## src/rtl/fetch_queue.sv

```systemverilog
// Instruction-fetch front end: one outstanding read on port A, DEPTH-entry {pc, instr} prefetch queue,
// decode back-pressure and redirect/flush. Optional same-cycle bypass with FETCH_QUEUE_BYPASS_EN.
module fetch_queue #(
  parameter int          DEPTH    = 4,
  parameter logic [31:0] RESET_PC = 32'h0000_0000
) (
  input  logic                         clk,
  input  logic                         rst,
  output logic                         read_a,
  output logic [31:0]                  address_a,
  input  logic                         resp_a,
  input  logic [31:0]                  rdata_a,
  input  logic                         redirect,
  input  logic [31:0]                  redirect_pc,
  input  logic                         stall,
  output logic                         valid_out,
  output logic [31:0]                  instruction_out,
  output logic [31:0]                  pc_out,
  output logic [$clog2(DEPTH+1)-1:0]   count
);

  localparam int PW = $clog2(DEPTH);
  localparam int CW = $clog2(DEPTH+1);
  localparam logic [CW-1:0] DEPTH_C = CW'(DEPTH);

  localparam logic [1:0] S_IDLE  = 2'd0;
  localparam logic [1:0] S_REQ   = 2'd1;
  localparam logic [1:0] S_DRAIN = 2'd2;

  typedef struct packed {
    logic [31:0] pc;
    logic [31:0] instr;
  } entry_t;

  entry_t [DEPTH-1:0] mem;
  logic [PW-1:0]      head, tail;
  logic [1:0]         state;
  logic [31:0]        fetch_pc;

  logic [31:0]   rpc, next_pc;
  logic          q_empty, resp_ok, bypass, byp_take, q_pop, q_push, room;
  logic [CW-1:0] cnt_nxt;

  assign rpc     = {redirect_pc[31:2], 2'b00};
  assign next_pc = fetch_pc + 32'd4;
  assign q_empty = (count == '0);
  // Only a response to a live (non-stale) request that isn't being flushed is accepted.
  assign resp_ok = (state == S_REQ) && resp_a && !redirect;

`ifdef FETCH_QUEUE_BYPASS_EN
  assign bypass = resp_ok && q_empty;
`else
  assign bypass = 1'b0;
`endif

  assign byp_take = bypass && !stall;
  assign q_pop    = !q_empty && !stall && !redirect;
  assign q_push   = resp_ok && !byp_take;
  assign cnt_nxt  = redirect ? '0 : count + CW'(q_push) - CW'(q_pop);
  assign room     = (cnt_nxt < DEPTH_C);

  always_comb begin
    valid_out       = 1'b0;
    instruction_out = '0;
    pc_out          = '0;
    if (!q_empty) begin
      valid_out       = 1'b1;
      instruction_out = mem[head].instr;
      pc_out          = mem[head].pc;
    end else if (bypass) begin
      valid_out       = 1'b1;
      instruction_out = rdata_a;
      pc_out          = address_a;
    end
  end

  // Queue storage carries no reset; occupancy and pointers define what is valid.
  always_ff @(posedge clk) begin
    if (q_push) mem[tail] <= '{pc: address_a, instr: rdata_a};
  end

  always_ff @(posedge clk or posedge rst) begin
    if (rst) begin
      head  <= '0;
      tail  <= '0;
      count <= '0;
    end else if (redirect) begin
      head  <= '0;
      tail  <= '0;
      count <= '0;
    end else begin
      if (q_pop)  head <= head + PW'(1);
      if (q_push) tail <= tail + PW'(1);
      count <= cnt_nxt;
    end
  end

  // A request is issued only once a slot is reserved, so a push can never overflow.
  always_ff @(posedge clk or posedge rst) begin
    if (rst) begin
      state     <= S_IDLE;
      read_a    <= 1'b0;
      address_a <= RESET_PC;
      fetch_pc  <= RESET_PC;
    end else begin
      case (state)
        S_IDLE: begin
          if (redirect) begin
            fetch_pc  <= rpc;
            address_a <= rpc;
            read_a    <= 1'b1;
            state     <= S_REQ;
          end else if (room) begin
            address_a <= fetch_pc;
            read_a    <= 1'b1;
            state     <= S_REQ;
          end
        end
        S_REQ: begin
          if (redirect) begin
            fetch_pc <= rpc;
            if (resp_a) address_a <= rpc;
            else        state     <= S_DRAIN;
          end else if (resp_a) begin
            fetch_pc <= next_pc;
            if (room) begin
              address_a <= next_pc;
            end else begin
              read_a <= 1'b0;
              state  <= S_IDLE;
            end
          end
        end
        S_DRAIN: begin
          // Stale address stays on the port until memory answers; that word is dropped.
          if (redirect) begin
            fetch_pc <= rpc;
            if (resp_a) begin
              address_a <= rpc;
              state     <= S_REQ;
            end
          end else if (resp_a) begin
            address_a <= fetch_pc;
            state     <= S_REQ;
          end
        end
        default: begin
          read_a <= 1'b0;
          state  <= S_IDLE;
        end
      endcase
    end
  end

  a_no_overflow: assert property (@(posedge clk) disable iff (rst) count <= DEPTH_C);

endmodule
```

## config.mk

```make
export PLATFORM = sky130hd
export DESIGN_NAME = fetch_queue
export DESIGN_NICKNAME = d
export VERILOG_FILES = /design/src/rtl/fetch_queue.sv
export SDC_FILE = /design/constraint.sdc
export NUM_CORES = 1
export LEC_CHECK = 0
export CAP_MARGIN = 20
export CORE_AREA = 2 2 198 142
export CTS_BUF_LIST = sky130_fd_sc_hd__clkbuf_16
export DETAILED_ROUTE_END_ITERATION = 12
export DIE_AREA = 0 0 200 144
export GPL_TIMING_DRIVEN = 0
export PLACE_DENSITY = 0.8
export SYNTH_ARGS = -nofsm -noshare
export SYNTH_HDL_FRONTEND = slang
export SYNTH_SLANG_ARGS = --single-unit
```

## constraint.sdc

```tcl
create_clock -name clk -period 5.5 [get_ports clk]
set_clock_uncertainty 0.2 [all_clocks]
set_input_delay 1.1 -clock clk [delete_from_list [all_inputs] [get_ports clk]]
set_output_delay 1.1 -clock clk [all_outputs]
set_load 0.02 [all_outputs]
```

==> results.json, run 1 <==
{
  "clockRootBuffer": "clkbuf_16",
  "firstDrtPassIters": 6,
  "max_stage_delay_ns": 0.56,
  "p_per_area_nw_per_um2": 549,
  "ys_ff_latch": 328,
  "area_delta_synth_final_pct": 21.6,
  "worstHoldPathType": "register to register",
  "setup_viol": 0,
  "htreeDepth": 1,
  "clock_sinks": 328,
  "clk_pin_slew_worst_paths_ns": 0.06,
  "synthArstFlopShare": 0.220,
  "ant_nets": 0,
  "grt_antenna_before_repair": 1,
  "cp_common_cell": "clkbuf_1",
  "num_antenna_cells": 0,
  "cts_tree": "done",
  "fill_cells": 1886,
  "start_kind": "register",
  "io_buffer_count": 166,
  "grt-ovfl-total": 0,
  "rsz0062_at_grt": "false",
  "maxSlewViolCount": 0,
  "start_util": 0.559,
  "layout_common_cells": "256 x edfxtp_1, 166 x clkdlybuf4s50_1, 76 x and2_1, 72 x dfrtp_1, 68 x clkbuf_1",
  "crit_chain": "inv_1, ha_1, clkbuf_1, nor2b_1, clkbuf_1, nand2_1, ha_1, inv_1, ha_1, inv_1, fa_1, xnor3_1, o221a_2, clkbuf_1, nand2_1, clkbuf_1, a221oi_1, a211oi_1",
  "cts_made_buffers": 31,
  "ir_drop_uv": 374,
  "synth_nets": 1183,
  "worst-path-max-fanout": 10,
  "cp_data_arrival_time_ns": 5.51,
  "grt.total_usage": 0.307,
  "clk_latency_ns": 0.60,
  "placementRows": 51,
  "grt_pass1_vias": 10500,
  "final_common_cell": "edfxtp_1",
  "fin_ws_ns": 0.244,
  "relSlewSlack": 0.268,
  "grt_pass1_wl_um": 65200,
  "status": "finished, final reports clean",
  "p_leak_nw": 6.23,
  "syn-cell-area_sq_um": 15200,
  "drtIter0Drc": 1193,
  "via_per_inst": 6.28,
  "crit_type": "register to register",
  "crit_family": "buffers and inverters",
  "routabilityCongestion": 1.00,
  "finalHoldViolCount": 0,
  "final_util": 0.679,
  "synth_ff_type": "edfxtp_1",
  "dieArea_sq_um": 28800,
  "fmax_mhz": 190,
  "crit_buf_inv": 7,
  "ys_warn_count": 0,
  "die_h_um": 144,
  "post-route-min-period_ns": 5.26,
  "max-cap-violations": 0,
  "syn_inst": 1101,
  "grt_start_max_net_pins": 59,
  "cts.path.max_buffers": 3,
  "tightestPinTransition_ns": 1.09,
  "synth-edff-count": 256,
  "critPathCaptureType": "register",
  "io_pins": 170,
  "ys_types": 61,
  "fin_crit_sh": 0.956,
  "cp_data_required_time_ns": 5.76,
  "core_sq_um": 27100,
  "crit_slowest_cell": "clkbuf_1",
  "hpwl_um": 30200,
  "avgSynthCellArea_sq_um": 13.8,
  "post_cts_buffers": 0,
  "totalWireLength_um": 43700,
  "nets": 1389,
  "wl_per_cell_um": 25.7,
  "die_x_um": 200,
  "drc": 0,
  "pre_cts_slack_ns": -0.845,
  "drive_gt1_frac": 0.120,
  "ys_seq_area_frac": 0.626,
  "vias": 10700
}
-- report_power, final --
group,leakage (nW),switching (mW),total [mW],internal [mW]
logic,2.57,2.60,4.42,1.82
registers,3.17,0.466,3.64,3.17
clock network,0.494,0.939,2.06,1.12
-- registers in the layout, summed over array words and instances, names as in the netlist --
register,cells
read_a,1
fetch_pc,30
tail,2
address_a,32
mem,256
state,2
head,2
count,3
-- worst paths after layout --
| kind | startpoint | end | slack [ns] | depth (start not counted) |
|---|---|---|---|---|
| max | state[1] | address_a[18] | 0.24 | 18 |
| min | address_a[1] | mem[161] | 0.36 | 0 |
| max reg2reg | state[1] | address_a[18] | 0.24 | 18 |
| min reg2reg | address_a[1] | mem[161] | 0.36 | 0 |
| max in group asynchronous | rst | head[0] | 3.80 | 3 |
| min in group asynchronous | rst | fetch_pc[14] | 0.69 | 2 |
-- layout make-up --
type,count,area (sq um),share of cell area
buffer,90,358,0.0194
tap,371,464,0.0252
inverter,21,81.3,0.00441
clock inverter,25,184,0.00998
sequential,328,9490,0.515
clock buffer,31,776,0.0421
multi-input combinational,662,5260,0.286
timing repair buffer,173,1810,0.0985
-- synthesized netlist by cell type (8+ instances only) --
cell,n,share of area
a2bb2oi_1,17,0.0098
o22ai_1,18,0.0074
nor3_1,20,0.0066
inv_1,21,0.0052
nand4_1,13,0.0054
dfrtp_1,72,0.12
o21ai_0,61,0.020
a21oi_1,54,0.018
nor2_1,54,0.013
nand2_1,60,0.015
mux2_2,13,0.0097
edfxtp_1,256,0.51
nand3_1,17,0.0056
a211oi_1,21,0.010
and2_1,76,0.031
mux4_2,64,0.095
mux2i_1,22,0.015
clkbuf_1,72,0.018
and3_1,8,0.0033
a31oi_1,9,0.0037
a2111oi_0,14,0.0081
buf_2,10,0.0033
ha_1,12,0.0099
nor4_1,9,0.0037
nor2b_1,9,0.0037
-- kinds of logic (layout without fill, tap and decap cells) --
logic type,after synthesis,after routing,synth area share
buf+inv,111,340,0.0284
fa+ha+maj,13,13,0.0112
mux,99,99,0.119
xor+xnor,7,7,0.00495
simple gates,294,294,0.102
compound gates,249,249,0.108
flops,328,328,0.626
-- worst reg2reg max path, cell delays in order, from the launching register on --
cell	delay, ns
dfrtp_1	0.44
inv_1	0.12
ha_1	0.15
clkbuf_1	0.36
nor2b_1	0.22
clkbuf_1	0.56
nand2_1	0.14
ha_1	0.30
inv_1	0.06
ha_1	0.12
inv_1	0.05
fa_1	0.37
xnor3_1	0.34
o221a_2	0.22
clkbuf_1	0.42
nand2_1	0.27
clkbuf_1	0.38
a221oi_1	0.31
a211oi_1	0.11
-- routing by layer --
metal  global-route usage  share of wire  up-vias
met4               0.0717          0.020        0
li1                     -              -     4705
met5                    0              0        -
met3               0.0786           0.11       81
met1                0.456           0.43     5320
met2                0.459           0.44      579
-- through the flow --
| stage | instances | hold WS (ns) | setup TNS [ns] | area, sq um | power (mW) |
|---|---|---|---|---|---|
| final | 1701 | 0.364 | 0 | 18400 | 10.1 |
| after global routing | 1701 | 0.390 | 0 | 18400 | 10.6 |
| after CTS | 1699 | 0.354 | 0 | 18400 | 10.0 |
| after detailed placement | 1643 | 0.332 | -17.49 | 17400 | 7.99 |
| after global placement | 1638 | 0.328 | -152.91 | 17300 | 7.90 |
| after floorplan | 1101 | 0.326 | 0 | 15200 | 6.16 |
-- timing repair --
action                     4_1_cts  5_1_grt
resized for setup                2        7
hold buffers                     0        0
setup endpoints to repair       10       13
pin swaps                        0        0
(Power assumes the default switching activity.)
==> run 2, diff against run 1 <==
- CORE_AREA: 2 2 198 142 -> 2 2 236 168
- DIE_AREA: 0 0 200 144 -> 0 0 238 170
- PLACE_DENSITY: 0.8 -> default
==> results.json, run 2 (synthesis gave the netlist of run 1 again) <==
{
  "regMostFlops": "mem",
  "cts_tree": "done",
  "dpl-instance-area_sq_um": 17600,
  "ctsHoldBuffers": 0,
  "die_h_um": 170,
  "rr_worst_depth": 18,
  "hold_end": "tail[1]",
  "hpwl_um": 31200,
  "grt.total_usage": 0.222,
  "p_per_area_nw_per_um2": 559,
  "nets": 1393,
  "routabilityCongestion": 0.945,
  "crit_type": "input pin to register",
  "grt-ovfl-total": 0,
  "final_area_sq_um": 18800,
  "vias": 10600,
  "io_buffer_count": 166,
  "rrSetupSlack_ns": 0.47,
  "cp_data_required_time_ns": 5.70,
  "tightestPinTransition_ns": 1.13,
  "start_kind": "input pin",
  "reg2reg_from": "state[1]",
  "drtIter0Drc": 1023,
  "ant_nets": 0,
  "status": "finished, final reports clean",
  "wl_per_cell_um": 24.6,
  "firstDrtPassIters": 5,
  "min-delay-start": "tail[1]",
  "clockRootBuffer": "clkbuf_16",
  "core_sq_um": 38100,
  "die_x_um": 238,
  "crit_slowest_cell": "clkbuf_1",
  "final_common_cell": "edfxtp_1",
  "io_pins": 170,
  "relSlewSlack": 0.243,
  "num_antenna_cells": 0,
  "cts.path.max_buffers": 3,
  "area_delta_synth_final_pct": 23.9,
  "grt_start_max_net_pins": 53,
  "ir_drop_uv": 314,
  "p_leak_nw": 6.34,
  "cp_common_cell": "clkbuf_1",
  "start_util": 0.397,
  "fill_cells": 3329,
  "dieArea_sq_um": 40500,
  "largest_reg_flops": 256,
  "layout_common_cells": "256 x edfxtp_1, 166 x clkdlybuf4s50_1, 76 x and2_1, 72 x dfrtp_1, 66 x clkbuf_1",
  "maxSlewViolCount": 0,
  "clk_pin_slew_worst_paths_ns": 0.06,
  "cts_made_buffers": 36,
  "fmax_mhz": 188,
  "fin_crit_sh": 0.966,
  "setup_viol": 0,
  "grt_pass1_wl_um": 66900,
  "post_cts_buffers": 0,
  "drive_gt1_frac": 0.123,
  "clock_sinks": 328,
  "placementRows": 60,
  "r2r_end": "address_a[18]",
  "rsz0062_at_grt": "false",
  "top_regs": "mem x256, address_a x32, fetch_pc x30",
  "drc": 0,
  "totalWireLength_um": 45100,
  "max_stage_delay_ns": 0.58,
  "via_per_inst": 5.78,
  "max-cap-violations": 0,
  "worst-path-max-fanout": 10,
  "cp_data_arrival_time_ns": 5.51,
  "grt_pass1_vias": 10200,
  "post-route-min-period_ns": 5.31,
  "critPathCaptureType": "register",
  "hold_depth": 2,
  "worstHoldPathType": "register to register",
  "htreeDepth": 2,
  "total_power_mw": 10.5,
  "grt_antenna_before_repair": 0,
  "finalHoldViolCount": 0,
  "crit_chain": "clkbuf_1, clkbuf_1, clkbuf_2, nor3_1, ha_1, inv_1, ha_1, inv_1, fa_1, xnor3_1, o221a_2, clkbuf_1, nand2_1, clkbuf_1, a221oi_1, a211oi_1",
  "clk_latency_ns": 0.53
}
run 2: repair_timing:
item                       4_1_cts  5_1_grt
setup endpoints to repair       23       16
hold endpoints to repair         0        0
resized for setup                3        9
run 2: critical path: cells and delay by family:
family / cells / cell delay [ns]
adders and majority gates: 3 / 0.79
buffers and inverters: 7 / 2.26
AOI/OAI and AO/OA: 3 / 0.64
xor gates and xnor gates: 1 / 0.32
and+or+nand+nor: 2 / 0.38
run 2: worst max-delay path by stage:
stage              from       endpoint  slack [ns]  cells past startpoint
2_1_floorplan  redirect  address_a[28]        1.00                     15
5_1_grt        redirect  address_a[18]        0.07                     16
4_1_cts          resp_a  address_a[28]        0.08                     15
3_3_place_gp     resp_a  address_a[28]       -1.09                     15
3_5_place_dp     resp_a  address_a[28]       -1.11                     15
6_report       redirect  address_a[18]        0.19                     16
run 2: area by class of cell:
cell class                 instances  area, sq um  share of cell area
sequential                       328         9490               0.505
multi-input combinational        662         5260               0.280
timing repair buffer             172         1790              0.0954
clock buffer                      36          901              0.0480
tap                              496          621              0.0330
buffer                            90          360              0.0192
clock inverter                    29          277              0.0147
inverter                          21         81.3             0.00433
run 2: per-stage QoR:
step                      setup WS (ns)  cells  hold WS (ns)  utilization  setup TNS (ns)
after floorplan                    1.00   1101         0.326            -               0
after global placement            -1.09   1763         0.327        0.457         -234.85
after detailed placement          -1.11   1768         0.349        0.461          -21.06
after CTS                        0.0829   1833         0.366        0.492               0
after global routing             0.0743   1834         0.400        0.492               0
final                             0.188   1834         0.369        0.492               0
run 2: power breakdown:
part	internal, mW	switching, mW	leakage, nW
registers	3.17	0.501	3.17
clock network	1.43	0.984	0.612
logic	1.82	2.60	2.56
run 2: layer usage:
| layer | share of wire | GRT usage | vias to the layer above |
|---|---|---|---|
| met2 | 0.43 | 0.330 | 520 |
| met1 | 0.45 | 0.323 | 5276 |
| met5 | 0 | 0 | - |
| met3 | 0.099 | 0.0626 | 80 |
| li1 | - | - | 4720 |
| met4 | 0.022 | 0.0563 | 0 |
==> variant 1: new RTL, flow settings as in run 2 <==
The parameter `DEPTH` goes from 4 to 8.
--- a/src/rtl/fetch_queue.sv
+++ b/src/rtl/fetch_queue.sv
@@ -2,5 +2,5 @@
 // decode back-pressure and redirect/flush. Optional same-cycle bypass with FETCH_QUEUE_BYPASS_EN.
 module fetch_queue #(
-  parameter int          DEPTH    = 4,
+  parameter int          DEPTH    = 8,
   parameter logic [31:0] RESET_PC = 32'h0000_0000
 ) (
Interface: changed (resized count); port bits go from 170 to 171. The function was not compared with the original's and may differ.
==> variant 1 against run 2 <==
Clock power is 51% higher; combinational power is 48% higher; power is 54% higher; global-route usage is 14 points higher; sequential cell count is 259 higher; sequential power is 64% higher; final area is 60% higher; area after synthesis is 67% higher; via count is 53% higher; routed wire length is 59% higher; utilization is 30 points higher; worst setup slack worse by 0.11 ns; critical path type unchanged; highest routed layer is now met5.
==> variant 1: results (changes against run 2) <==
Status
  • Status: finished clean (unchanged)

Global routing
  • Met2 GRT Util: 0.5548 (was 0.3300)
  • Vias in the first global route: 16,270 (was 10,240)
  • GR Util met3: 0.09067 (was 0.06261)
  • Largest net degree at the start of global routing: 63 (was 53)

Finish
  • Biggest regs: mem: 512 flops, address_a: 32 flops, fetch_pc: 30 flops (was mem: 256 flops, address_a: 32 flops, fetch_pc: 30 flops)
  • Non-clock inverter count: 22 (was 21)
  • #MultiIn Comb: 837 (was 662)
  • Seq cells: 587 (was 328)
  • Multi-input gate share of total cell area: 0.2526 (was 0.2801)
  • Nets: 1,903 (was 1,393)
  • Final Util: 0.7884 (was 0.4925)
  • Clk tree area frac: 0.05634 (was 0.06269)
  • Filler cells: 2,103 (was 3,329)
  • Layout Cells excl Fill: 2,361 (was 1,834)
  • Register area: 0.01725 mm^2 (was 0.009489 mm^2)

Synth
  • EDFF count, synth: 512 (was 256)
  • Adder-cell share of the synthesized area: 0.007211 (was 0.01123)
  • Mapped Nets: 1,651 (was 1,183)
  • Post-synthesis cell type count: 70 (was 61)
  • Xor/xnor share of the synthesized area: 0.003457 (was 0.004954)

Clock network
  • Clock network latency to the later pin of the worst-skew pair: 0.60 ns (was 0.53 ns)

Setup path
  • Reg2reg end: address_a[11] (was address_a[18])
  • Worst path max stage delay: 0.67 ns (was 0.58 ns)

Drt
  • Starting DRT DRC Count: 2,503 (was 1,023)
  • Metal2 WL: 32,650 um (was 19,510 um)
  • WL/cell: 30.31 um (was 24.61 um)

Placement
  • Placer Congestion: 0.9884 (was 0.9448)
  • DP Cell Count: 2,259 (was 1,768)
  • Place WS: -1.975 ns (was -1.111 ns)
variant 1: changes by cell type in the layout (fill, tap and decap cells not counted), moves of 11 or more:
cell / before / now
o31ai_1: 4 / 18
a2111oi_0: 14 / 3
mux2i_1: 22 / 108
buf_12: 3 / 15
edfxtp_1: 256 / 512
clkbuf_16: 36 / 52
mux4_2: 64 / 128
and2_1: 76 / 4
nor2_1: 54 / 106
buf_1: 6 / 24
nand3_1: 17 / 29
variant 1: power by group:
part | internal, uW | total (uW) | switching [uW] | leakage, uW
clock | 2010 | 3650 | 1640 | 0.000867
sequential | 5480 | 6030 | 555 | 0.00553
combinational | 2650 | 6540 | 3900 | 0.00340
variant 1: timing repair:
item                       in CTS  in global routing
setup buffers                   0                  0
resized for setup               8                  5
cloned                          0                  0
setup endpoints to repair      35                 45
pin swaps                       0                  0
variant 1: cells by family after synthesis:
group                      count (synthesis)
AOI/OAI and AO/OA                        254
xor gates and xnor gates                  10
adders and majority gates                 14
buffers and inverters                    144
DFF                                      587
muxes                                    240
and+or+nand+nor                          319
==> variant 2: new RTL, settings of run 2 <==
Without the edit above. Register the output `count` once more, with the module's reset; this adds one clock of latency there. The other outputs are not delayed to match.
--- a/src/rtl/fetch_queue.sv
+++ b/src/rtl/fetch_queue.sv
@@ -33,4 +33,6 @@
   } entry_t;
 
+  logic [$clog2(DEPTH+1)-1:0] count_s0;
+
   entry_t [DEPTH-1:0] mem;
   logic [PW-1:0]      head, tail;
@@ -44,5 +46,5 @@
   assign rpc     = {redirect_pc[31:2], 2'b00};
   assign next_pc = fetch_pc + 32'd4;
-  assign q_empty = (count == '0);
+  assign q_empty = (count_s0 == '0);
   // Only a response to a live (non-stale) request that isn't being flushed is accepted.
   assign resp_ok = (state == S_REQ) && resp_a && !redirect;
@@ -57,5 +59,5 @@
   assign q_pop    = !q_empty && !stall && !redirect;
   assign q_push   = resp_ok && !byp_take;
-  assign cnt_nxt  = redirect ? '0 : count + CW'(q_push) - CW'(q_pop);
+  assign cnt_nxt  = redirect ? '0 : count_s0 + CW'(q_push) - CW'(q_pop);
   assign room     = (cnt_nxt < DEPTH_C);
 
@@ -84,13 +86,13 @@
       head  <= '0;
       tail  <= '0;
-      count <= '0;
+      count_s0 <= '0;
     end else if (redirect) begin
       head  <= '0;
       tail  <= '0;
-      count <= '0;
+      count_s0 <= '0;
     end else begin
       if (q_pop)  head <= head + PW'(1);
       if (q_push) tail <= tail + PW'(1);
-      count <= cnt_nxt;
+      count_s0 <= cnt_nxt;
     end
   end
@@ -153,5 +155,13 @@
   end
 
-  a_no_overflow: assert property (@(posedge clk) disable iff (rst) count <= DEPTH_C);
+  a_no_overflow: assert property (@(posedge clk) disable iff (rst) count_s0 <= DEPTH_C);
+
+  always_ff @(posedge clk or posedge rst) begin
+    if (rst) begin
+      count <= '0;
+    end else begin
+      count <= count_s0;
+    end
+  end
 
 endmodule
Check against the original RTL: not equivalent (Yosys sat finds a counterexample within 4 cycles, from zero or initial values and one cycle with rst high).
==> variant 2 against run 2 <==
Routed wire length increased by 1.2%; worst setup slack got worse by 0.063 ns; area after synthesis increased by 0.58%; largest cell class unchanged; clock power decreased by 10%; power decreased by 2.8%; maximum frequency decreased by 1.2%; critical path type unchanged; highest routed layer unchanged; count of clock-buffer cells in the layout decreased by 1; via count increased by 0.53%; final area about the same; hold slack got worse by 0.14 ns; sequential cell count increased by 3; utilization about the same; first-iteration DRC count increased by 26%.
==> variant 2: results (changes against run 2) <==
Synth
  • Post-synthesis sequential area ratio: 0.6275 (was 0.6262)
  • Top FF cell, synth: edfxtp_1 (unchanged)
  • Multiplexer share of the synthesized area: 0.1167 (was 0.1193)
  • Mapped Avg Cell Area: 13.88 um^2 (was 13.76 um^2)
  • Mapped Nets: 1,180 (was 1,183)
  • Complex-gate fraction of the synthesized area: 0.1084 (was 0.1082)
  • Post-synthesis cell type count: 72 (was 61)
  • Top post-synthesis cells by area: edfxtp_1 50%, dfrtp_1 12%, mux4_2 9.5% (was edfxtp_1 51%, dfrtp_1 12%, mux4_2 9.5%)
  • Ys async rst share: 0.2266 (was 0.2195)
  • Xor/xnor share of the synthesized area: 0.004925 (was 0.004954)
  • Synth cell count leaders: 256 x edfxtp_1, 75 x dfrtp_1, 70 x o21ai_0 (was 256 x edfxtp_1, 76 x and2_1, 72 x clkbuf_1, 72 x dfrtp_1, 64 x mux4_2)
  • Adder-cell share of the synthesized area: 0.01116 (was 0.01123)

Global routing
  • GRT Overall Usage: 0.2261 (was 0.2224)
  • First-pass GRT wire length: 67,790 um (was 66,870 um)
  • Vias in the first global route: 10,370 (was 10,240)
  • Largest net degree at the start of global routing: 55 (was 53)

Drt
  • WL final: 45,680 um (was 45,140 um)
  • Starting DRT DRC Count: 1,287 (was 1,023)
  • Via count: 10,650 (was 10,600)
  • Drt first pass iters: 6 (was 5)

STA
  • Slew headroom: 0.3116 (was 0.2434)

Placement
  • Placer Congestion: 0.9600 (was 0.9448)
  • Placed inst area: 0.01769 mm^2 (was 0.01757 mm^2)
  • Placed wire-length estimate: 31,250 um (was 31,150 um)
  • Place WS: -1.707 ns (was -1.111 ns)

Finish
  • Antenna cells: 0 (unchanged)
  • Filler cells: 3,349 (was 3,329)
  • Nets: 1,389 (was 1,393)
  • Layout Cells excl Fill: 1,828 (was 1,834)
  • Ratio of cells with drive above 1 in the final layout: 0.1216 (was 0.1226)

Setup path
  • WP data arrival: 5.59 ns (was 5.51 ns)
  • Worst path slowest cell: clkdlybuf4s50_1 (was clkbuf_1)

Pwr
  • Maximum VDD drop: 0.0003209 V (was 0.0003138 V)
  • Leakage: 0.006409 uW (was 0.006343 uW)

Clock network
  • CTS buffer count: 34 (was 36)
  • Post-cts resize count: 11 (was 3)
  • Longest Clk Path Bufs: 3 (unchanged)

Status
  • Status: finished clean (unchanged)

Worst hold path
  • Hold crit path type: reg2reg (unchanged)
## variant 2: path summary, 6_finish.rpt
path	startpoint	cells after the start	to	slack (ns)
worst max-delay path	redirect	17	address_a[30]	0.12
worst min-delay path	count_s0[0]	0	count[0]	0.23
worst max register to register	state[1]	16	address_a[30]	0.27
worst min register to register	count_s0[0]	0	count[0]	0.23
max in group asynchronous	rst	3	fetch_pc[26]	3.78
min in group asynchronous	rst	2	fetch_pc[23]	0.72
## variant 2: routing by layer
| metal | GRT usage | up-vias | wire (um) |
|---|---|---|---|
| met3 | 0.05612 | 71 | 4122 |
| li1 | - | 4695 | - |
| met2 | 0.3281 | 517 | 19420 |
| met5 | 0 | - | 0 |
| met1 | 0.3369 | 5369 | 20950 |
| met4 | 0.06440 | 0 | 1194 |
## variant 2: cell type report
type	count	share of cell area
well taps	496	0.03306
repair buffers	173	0.09651
flip-flops and latches	331	0.5095
inverters	20	0.004132
clock buffers	35	0.04665
plain buffers	88	0.02026
clock inverters	26	0.008664
multi-input cells	659	0.2813
## variant 2: metrics by stage
| stage | power (uW) | utilization | setup TNS (ns) |
|---|---|---|---|
| finish | 10210 | 0.4923 | 0 |
| global route | 10720 | 0.4923 | 0 |
| CTS | 10210 | 0.4917 | 0 |
| detailed placement | 8008 | 0.4638 | -48.89 |
| global placement | 7964 | 0.4595 | -261.29 |
| floorplan | 6133 | - | 0 |
## variant 2: where the power goes
part           switching [uW]  leakage, uW  internal, uW  total, uW
registers                 429      0.00324          3190       3620
logic                    2610      0.00261          1820       4430
clock network             961     0.000553          1210       2170
## variant 2: cell families (layout without fill, tap and decap cells)
logic type / after synthesis / in the layout
mux: 97 / 97
simple gates: 292 / 292
buf+inv: 108 / 342
flops: 331 / 331
fa+ha+maj: 13 / 13
compound gates: 250 / 250
xor+xnor: 7 / 7
